==> config.mk <==
export PLATFORM = sky130hd
export DESIGN_NAME = rf_wport_arbiter_flat
export DESIGN_NICKNAME = d
export VERILOG_FILES = /design/src/rtl/rf_wport_if.sv /design/src/rtl/rf_wport_arbiter.sv /design/src/flat_wrapper.sv
export SDC_FILE = /design/constraint.sdc
export NUM_CORES = 1
export LEC_CHECK = 0
export BUFFER_PORTS_ARGS = -buffer_cell sky130_fd_sc_hd__buf_2
export CORE_MARGIN = 4
export CORE_UTILIZATION = 37
export DETAILED_ROUTE_END_ITERATION = 12
export HOLD_SLACK_MARGIN = 0.12
export PLACE_DENSITY = 0.95
export SYNTH_ARGS = -nofsm -noshare
export SYNTH_HDL_FRONTEND = slang
export SYNTH_SLANG_ARGS = --single-unit
==> constraint.sdc <==
create_clock -name clk -period 1.95 [get_ports clk]
set_clock_uncertainty 0.2 [all_clocks]
set_input_delay 0.195 -clock clk [delete_from_list [all_inputs] [get_ports clk]]
set_output_delay 0.195 -clock clk [all_outputs]
set_load 0.01 [all_outputs]
==> src/rtl/rf_wport_if.sv <==
// Register-file write-port bundle shared by the WB stage, the MDU, the debug channel and Regs.
// The master side is the requesters plus Regs; the slave side is the arbiter.
interface rf_wport_if;
    logic        wb_we;
    logic [4:0]  wb_addr;
    logic [31:0] wb_data;

    logic        mdu_valid;
    logic [4:0]  mdu_addr;
    logic [31:0] mdu_data;
    logic        mdu_ready;

    logic        dbg_valid;
    logic [4:0]  dbg_addr;
    logic [31:0] dbg_data;
    logic        dbg_ready;

    logic        wb_stall_req;
    logic        rf_we;
    logic [4:0]  rf_addr;
    logic [31:0] rf_data;
    logic [1:0]  grant_src;

    modport master (
        output wb_we, wb_addr, wb_data,
        output mdu_valid, mdu_addr, mdu_data,
        output dbg_valid, dbg_addr, dbg_data,
        input  mdu_ready, dbg_ready, wb_stall_req,
        input  rf_we, rf_addr, rf_data, grant_src
    );

    modport slave (
        input  wb_we, wb_addr, wb_data,
        input  mdu_valid, mdu_addr, mdu_data,
        input  dbg_valid, dbg_addr, dbg_data,
        output mdu_ready, dbg_ready, wb_stall_req,
        output rf_we, rf_addr, rf_data, grant_src
    );
endinterface

==> src/rtl/rf_wport_arbiter.sv <==
// Fixed-priority (WB > MDU > DBG) arbiter for the single register-file write port, with
// starvation counters that force a one-cycle WB stall so a waiting MDU/DBG write always lands.
module rf_wport_arbiter #(
    parameter int STARVE_LIMIT = 4,
    parameter int CNT_W        = 3
) (
    input  logic      clk,
    input  logic      rst,
    rf_wport_if.slave bus
);

    typedef enum logic [1:0] {
        NORM      = 2'd0,
        FORCE_MDU = 2'd1,
        FORCE_DBG = 2'd2
    } state_t;

    localparam logic [CNT_W-1:0] LIMIT = CNT_W'(STARVE_LIMIT);

    state_t           state_q, state_d;
    logic [CNT_W-1:0] mdu_wait_q, mdu_wait_d;
    logic [CNT_W-1:0] dbg_wait_q, dbg_wait_d;
    logic             wb_req;
    logic             grant_wb, grant_mdu, grant_dbg;

    function automatic logic [CNT_W-1:0] wait_next(input logic             pending,
                                                   input logic [CNT_W-1:0] cur);
        if (!pending)          return '0;
        else if (cur == LIMIT) return cur;
        else                   return cur + CNT_W'(1);
    endfunction

    // A WB write to x0 leaves the port free for MDU/DBG.
    assign wb_req = bus.wb_we && (bus.wb_addr != 5'd0);

    // NOTE: every output of a combinational block gets a default first, so no path can infer a latch.
    always_comb begin
        grant_wb  = 1'b0;
        grant_mdu = 1'b0;
        grant_dbg = 1'b0;
        if (!rst) begin
            case (state_q)
                NORM: begin
                    if (wb_req)             grant_wb  = 1'b1;
                    else if (bus.mdu_valid) grant_mdu = 1'b1;
                    else if (bus.dbg_valid) grant_dbg = 1'b1;
                end
                FORCE_MDU: grant_mdu = bus.mdu_valid;
                FORCE_DBG: grant_dbg = bus.dbg_valid;
                default: ;
            endcase
        end
    end

    // The force decision looks at the post-update counter so the stall lands on the
    // cycle right after the limit is reached.
    always_comb begin
        mdu_wait_d = wait_next(bus.mdu_valid && !grant_mdu, mdu_wait_q);
        dbg_wait_d = wait_next(bus.dbg_valid && !grant_dbg, dbg_wait_q);
        state_d    = NORM;
        case (state_q)
            NORM: begin
                if (mdu_wait_d == LIMIT)      state_d = FORCE_MDU;
                else if (dbg_wait_d == LIMIT) state_d = FORCE_DBG;
            end
            FORCE_MDU: begin
                if (dbg_wait_d == LIMIT) state_d = FORCE_DBG;
            end
            default: state_d = NORM;
        endcase
    end

    // NOTE: sequential state uses non-blocking assignments so every register samples pre-edge values.
    always_ff @(posedge clk or posedge rst) begin
        if (rst) begin
            state_q    <= NORM;
            mdu_wait_q <= '0;
            dbg_wait_q <= '0;
        end else begin
            state_q    <= state_d;
            mdu_wait_q <= mdu_wait_d;
            dbg_wait_q <= dbg_wait_d;
        end
    end

    always_comb begin
        bus.rf_we     = 1'b0;
        bus.rf_addr   = 5'd0;
        bus.rf_data   = 32'd0;
        bus.grant_src = 2'd0;
        if (grant_wb) begin
            bus.rf_we     = 1'b1;
            bus.rf_addr   = bus.wb_addr;
            bus.rf_data   = bus.wb_data;
            bus.grant_src = 2'd1;
        end else if (grant_mdu) begin
            bus.rf_we     = (bus.mdu_addr != 5'd0);
            bus.rf_addr   = bus.mdu_addr;
            bus.rf_data   = bus.mdu_data;
            bus.grant_src = 2'd2;
        end else if (grant_dbg) begin
            bus.rf_we     = (bus.dbg_addr != 5'd0);
            bus.rf_addr   = bus.dbg_addr;
            bus.rf_data   = bus.dbg_data;
            bus.grant_src = 2'd3;
        end
    end

    assign bus.mdu_ready    = grant_mdu;
    assign bus.dbg_ready    = grant_dbg;
    assign bus.wb_stall_req = !rst && (state_q != NORM);

endmodule

==> src/flat_wrapper.sv <==
// flat-port wrapper written by rule: the top's interface ports become plain ports
module rf_wport_arbiter_flat 
#(
    parameter int STARVE_LIMIT = 4,
    parameter int CNT_W        = 3
)
  (clk, rst, bus_wb_we, bus_wb_addr, bus_wb_data, bus_mdu_valid, bus_mdu_addr, bus_mdu_data, bus_dbg_valid, bus_dbg_addr, bus_dbg_data, bus_mdu_ready, bus_dbg_ready, bus_wb_stall_req, bus_rf_we, bus_rf_addr, bus_rf_data, bus_grant_src);
  rf_wport_if bus_i ();
  input  logic clk;
  input  logic rst;
  input wire logic [$bits(bus_i.wb_we)-1:0] bus_wb_we;
  input wire logic [$bits(bus_i.wb_addr)-1:0] bus_wb_addr;
  input wire logic [$bits(bus_i.wb_data)-1:0] bus_wb_data;
  input wire logic [$bits(bus_i.mdu_valid)-1:0] bus_mdu_valid;
  input wire logic [$bits(bus_i.mdu_addr)-1:0] bus_mdu_addr;
  input wire logic [$bits(bus_i.mdu_data)-1:0] bus_mdu_data;
  input wire logic [$bits(bus_i.dbg_valid)-1:0] bus_dbg_valid;
  input wire logic [$bits(bus_i.dbg_addr)-1:0] bus_dbg_addr;
  input wire logic [$bits(bus_i.dbg_data)-1:0] bus_dbg_data;
  output wire logic [$bits(bus_i.mdu_ready)-1:0] bus_mdu_ready;
  output wire logic [$bits(bus_i.dbg_ready)-1:0] bus_dbg_ready;
  output wire logic [$bits(bus_i.wb_stall_req)-1:0] bus_wb_stall_req;
  output wire logic [$bits(bus_i.rf_we)-1:0] bus_rf_we;
  output wire logic [$bits(bus_i.rf_addr)-1:0] bus_rf_addr;
  output wire logic [$bits(bus_i.rf_data)-1:0] bus_rf_data;
  output wire logic [$bits(bus_i.grant_src)-1:0] bus_grant_src;
  assign bus_i.wb_we = bus_wb_we;
  assign bus_i.wb_addr = bus_wb_addr;
  assign bus_i.wb_data = bus_wb_data;
  assign bus_i.mdu_valid = bus_mdu_valid;
  assign bus_i.mdu_addr = bus_mdu_addr;
  assign bus_i.mdu_data = bus_mdu_data;
  assign bus_i.dbg_valid = bus_dbg_valid;
  assign bus_i.dbg_addr = bus_dbg_addr;
  assign bus_i.dbg_data = bus_dbg_data;
  assign bus_mdu_ready = bus_i.mdu_ready;
  assign bus_dbg_ready = bus_i.dbg_ready;
  assign bus_wb_stall_req = bus_i.wb_stall_req;
  assign bus_rf_we = bus_i.rf_we;
  assign bus_rf_addr = bus_i.rf_addr;
  assign bus_rf_data = bus_i.rf_data;
  assign bus_grant_src = bus_i.grant_src;
  rf_wport_arbiter #(.STARVE_LIMIT(STARVE_LIMIT), .CNT_W(CNT_W)) u_core (.clk(clk), .rst(rst), .bus(bus_i));
endmodule
Word-level counts from Yosys, hierarchy flattened
Cells that the tools add are included.

Register bits: 8. Bits in latches: 0. Memory bits (writable): 0. ROM bits: 0. Bits of input ports: 116. Output and inout port bits: 43. Word-level logic and storage cells: 54. Memories: 0.

Add/subtract/negate cells: 2. Multiply operators: 0. Div/mod/pow operators: 0. $lt $le $gt $ge: 0. Eq/ne operators: 6. Shift operators: 0. Multiplexer cells: 31. Bitwise gates (word level): 0. Reductions and logical operators: 12.

Operators with widths (number): two-way mux 32 bit (3); two-way mux 5 bit (3); nonzero test 5 bit (3); two-way mux 1 bit (13); == test 3 bit (second input constant) (4); two-way mux 3 bit (4); two-way mux 2 bit (5); adder 3 x 1 -> 3 bit (second input constant) (2); logical AND 1 bit (4); one-hot mux 1 bit (2 select lines) (2); one-hot mux 2 bit (2 select lines) (1); logical NOT 1 bit (3); == test 2 x 1 -> 1 bit (second input constant) (1); == test 2 bit (second input constant) (1); logical NOT 2 bit (1); nonzero test 2 bit (1).

Logic depth before layout (Yosys ltp)
Depth after elaboration: 12. Depth in mapped cells: 7. Depth with buffers taken out: 6.

Least setup slack after synthesis
OpenSTA, ideal clock, no wires.

Kind: reg2out. Start point: register u_core.state_q[0]. End point: output port bus_rf_data[21]. Arrival: 1480 ps. Data required time: 1555 ps. Setup slack: 75 ps. Stages on the path, launching flop included: 7. Buffers on the path: 2. Cells stage by stage: dfrtp_1 -> inv_1 -> and3_1 -> buf_1 -> buf_2 -> nand3_1 -> a21oi_1.

Cells in the longest elaborated chain, start to end: 6. Elaborated cells between the ends (all ways): 12. Those cells by class: eq/ne (2); mux (9); reduce/logical (1).

Ends and longest elaborated chain: start, declared (line rf_wport_arbiter.sv:20) `state_t state_q, state_d;`; start signal, assigned (line rf_wport_arbiter.sv:80) `state_q <= state_d;`; == test 2 bit or logical NOT 2 bit (tied branches) (line rf_wport_arbiter.sv:42) `case (state_q)`; one-hot mux 1 bit (2 select lines) (line rf_wport_arbiter.sv:42); two-way mux 1 bit (line rf_wport_arbiter.sv:41) `if (!rst) begin`; two-way mux 32 bit (line rf_wport_arbiter.sv:101) `end else if (grant_dbg) begin`; two-way mux 32 bit (line rf_wport_arbiter.sv:96) `end else if (grant_mdu) begin`; two-way mux 32 bit (*) (line rf_wport_arbiter.sv:91) `if (grant_wb) begin`; end, declared (line flat_wrapper.sv:25) `output wire logic [$bits(bus_i.rf_data)-1:0] bus_rf_data;`.

Every way passes the cells marked *; elsewhere a longest branch is shown, timed or not.

Worst setup path after layout
Start point: register u_core.state_q[1]. End point: output port bus_rf_data[22].

The elaborated chain is that of the path after synthesis.

==> impl_metrics.json <==
{
  "status": "finished, violations left",
  "violations": "negative setup slack",
  "grt_pass1_vias": 2576,
  "hold_end": "u_core.mdu_wait_q[0]",
  "fmax_mhz": 441,
  "start_kind": "flop",
  "drtIter0Drc": 298,
  "cp.required_ns": 1.55,
  "ys_warn_count": 0,
  "dp_slack_ns": -0.228,
  "cp_slowest_cell": "dfrtp_1",
  "synthDistinctLibCells": 41,
  "cts.root.buffer_cell": "clkbuf_8",
  "mostFrequentLayoutCells": "157 x buf_2, 37 x nand3_1, 34 x a21oi_1",
  "drtPass1Iterations": 8,
  "syn_avg_cell_area_um2": 6.47,
  "ys.flop_type": "dfrtp_1",
  "cp_max_fo": 9,
  "place_area_um2": 2480,
  "relSlewSlack_pct": 73.8,
  "r2r_slack_ns": -0.01,
  "path_common_cell": "buf_6",
  "gp_congestion": 0.830,
  "vias_per_cell": 6.22,
  "num_rows": 23,
  "p_per_area_nw_per_um2": 376,
  "worst_slew_pin_slew_ns": 0.392,
  "ys_seq_area_share_pct": 12.6,
  "ctsHtreeMaxLevel": 1,
  "setup_tns_ns": -7.51,
  "grt_max_degree": 26,
  "final_layout_size_suffix_gt1_share_pct": 58.7,
  "path_class": "flop to output port",
  "wl_per_cell_um": 20.6,
  "p_leak_nw": 1.57,
  "syn_inst": 246,
  "nets": 553,
  "grt_pass1_wl_um": 11900,
  "coreArea_um2": 4090,
  "antenna_found_initial": 0,
  "synth_area_um2": 1590,
  "grtUsageTotal_pct": 27.8,
  "diodes": 0,
  "clock_latency_ns": 0.23,
  "synth_fp_nets": 366,
  "holdCritPathClass": "primary input to flop",
  "worstSetupEndpointType": "output port",
  "ys_async_sr_fraction_pct": 100,
  "ys_seq_elements": 8,
  "final_common_cell": "buf_2",
  "slew_violations": 0,
  "peakVddDrop_mv": 0.282,
  "setup_ws_ns": -0.316,
  "vias": 2992,
  "max_cap_viol_count": 0,
  "initial_core_util_pct": 39.0,
  "hpwlAfterDp_um": 5600,
  "finalWorstPathRequiredPeriod_ns": 2.27,
  "cts_sinks": 8,
  "postLayoutCellArea_um2": 3200,
  "overflow": 0,
  "cts_inserted_buffers": 3,
  "drc": 0,
  "min_period_over_period_pct": 116,
  "die_y_um": 73.6,
  "routed_wl_um": 9920,
  "ios": 159,
  "holdPathStages": 3,
  "crit_arrival_ns": 1.87,
  "ant_nets": 0,
  "reg2reg_to": "u_core.state_q[1]",
  "crit_chain": "buf_6, nor3b_4, buf_6, buf_8, a31oi_1, a21oi_1, buf_2",
  "clk_path_buf_depth": 2,
  "finalSetupViolations": 42,
  "timing_hold_violations_final": 0,
  "cp_slowest_stage_delay_ns": 0.39,
  "hp-start": "bus_mdu_valid",
  "rr_worst_depth": 7,
  "tritoncts": "built",
  "clk_pin_slew_worst_paths_ns": 0.04,
  "rsz0062_at_grt": "yes",
  "area_growth_pct": 101,
  "fin_util_pct": 78.3,
  "die_x_um": 73.6,
  "r2r_start": "u_core.state_q[1]",
  "die_area_um2": 5420,
  "io_buffers": 158,
  "synth_edf_count": 0
}
[power by group]
| part | leakage, nW | switching [mW] | internal, mW |
|---|---|---|---|
| clock | 0.0216 | 0.0628 | 0.133 |
| combinational | 1.44 | 0.421 | 0.393 |
| sequential | 0.106 | 0.0119 | 0.180 |
| total | 1.57 | 0.495 | 0.707 |
[metrics by stage]
step,cells,power [mW],hold WS (ns)
global route,481,1.27,0.254
global placement,450,0.770,0.0236
CTS,472,1.08,0.234
detailed placement,450,0.785,0.0340
floorplan,246,0.515,-0.176
finish,481,1.20,0.231
[timing repair]
| action | 4_1_cts | 5_1_grt |
|---|---|---|
| cloned | 7 | 6 |
| setup buffers | 10 | 4 |
| hold endpoints to repair | 10 | 0 |
| pin swaps | 37 | 9 |
| hold buffers | 2 | 0 |
| gates resized for setup | 28 | 47 |
| endpoints found under the setup margin | 41 | 44 |
[synthesized netlist by cell type (2+ instances only)]
cell type,n,area share (%)
dfrtp_1,8,13
o211ai_1,5,2.4
a32oi_1,2,1.1
or4_1,2,0.94
buf_6,10,7.1
a31oi_1,35,14
and3b_1,2,1.1
nand3_1,37,12
nand2_1,5,1.2
a21oi_1,40,13
nand3b_1,3,1.4
and3_1,3,1.2
clkbuf_1,3,0.71
o211ai_2,2,1.6
nor2_1,42,9.9
ha_1,4,3.1
inv_1,9,2.1
buf_2,11,3.5
[sequential cells by signal, indices dropped and copies added, names as in the netlist]
signal             cells
u_core.state_q         2
u_core.dbg_wait_q      3
u_core.mdu_wait_q      3
[layout make-up]
class                      instances  area (um^2)
timing repair buffer             207         1450
multi-input combinational        203         1410
inverter                          10         40.0
clock buffer                       3         41.3
tap                               50         62.6
sequential                         8          201
fill                             264          886
[logic make-up (layout without fill, tap and decap cells)]
group	after synthesis	after routing	share of synthesized area, %
flops	8	8	12.6
simple gates	102	102	31.0
buf+inv	36	220	14.3
compound gates	95	96	38.4
mux	1	1	0.628
fa+ha+maj	4	4	3.14
[how the worst max path moves through the flow]
stage	startpoint	end	cells after the start	slack (ns)
after floorplan	u_core.state_q[0]	bus_rf_data[21]	6	0.07
after global placement	bus_wb_addr[0]	bus_rf_addr[4]	7	-0.19
after detailed placement	bus_wb_addr[0]	bus_rf_data[16]	7	-0.23
after CTS	u_core.state_q[1]	bus_rf_addr[4]	7	-0.15
after global routing	u_core.state_q[1]	bus_rf_data[22]	7	-0.59
final	u_core.state_q[1]	bus_rf_data[22]	7	-0.32
[per-layer routing]
metal | global-route usage (%) | up-vias | share of wire [%]
li1 | - | 1295 | -
met1 | 31.4 | 1368 | 34
met4 | 14.5 | 0 | 5.9
met2 | 50.4 | 268 | 49
met5 | 0 | - | 0
met3 | 3.15 | 61 | 10
[critical path, delay by kind of cell, from the launching register on]
| family | cells | cell delay [ns] |
|---|---|---|
| flops | 1 | 0.39 |
| simple gates | 1 | 0.26 |
| buf+inv | 4 | 0.61 |
| compound gates | 2 | 0.36 |
Power figures use the tool's default switching activity.
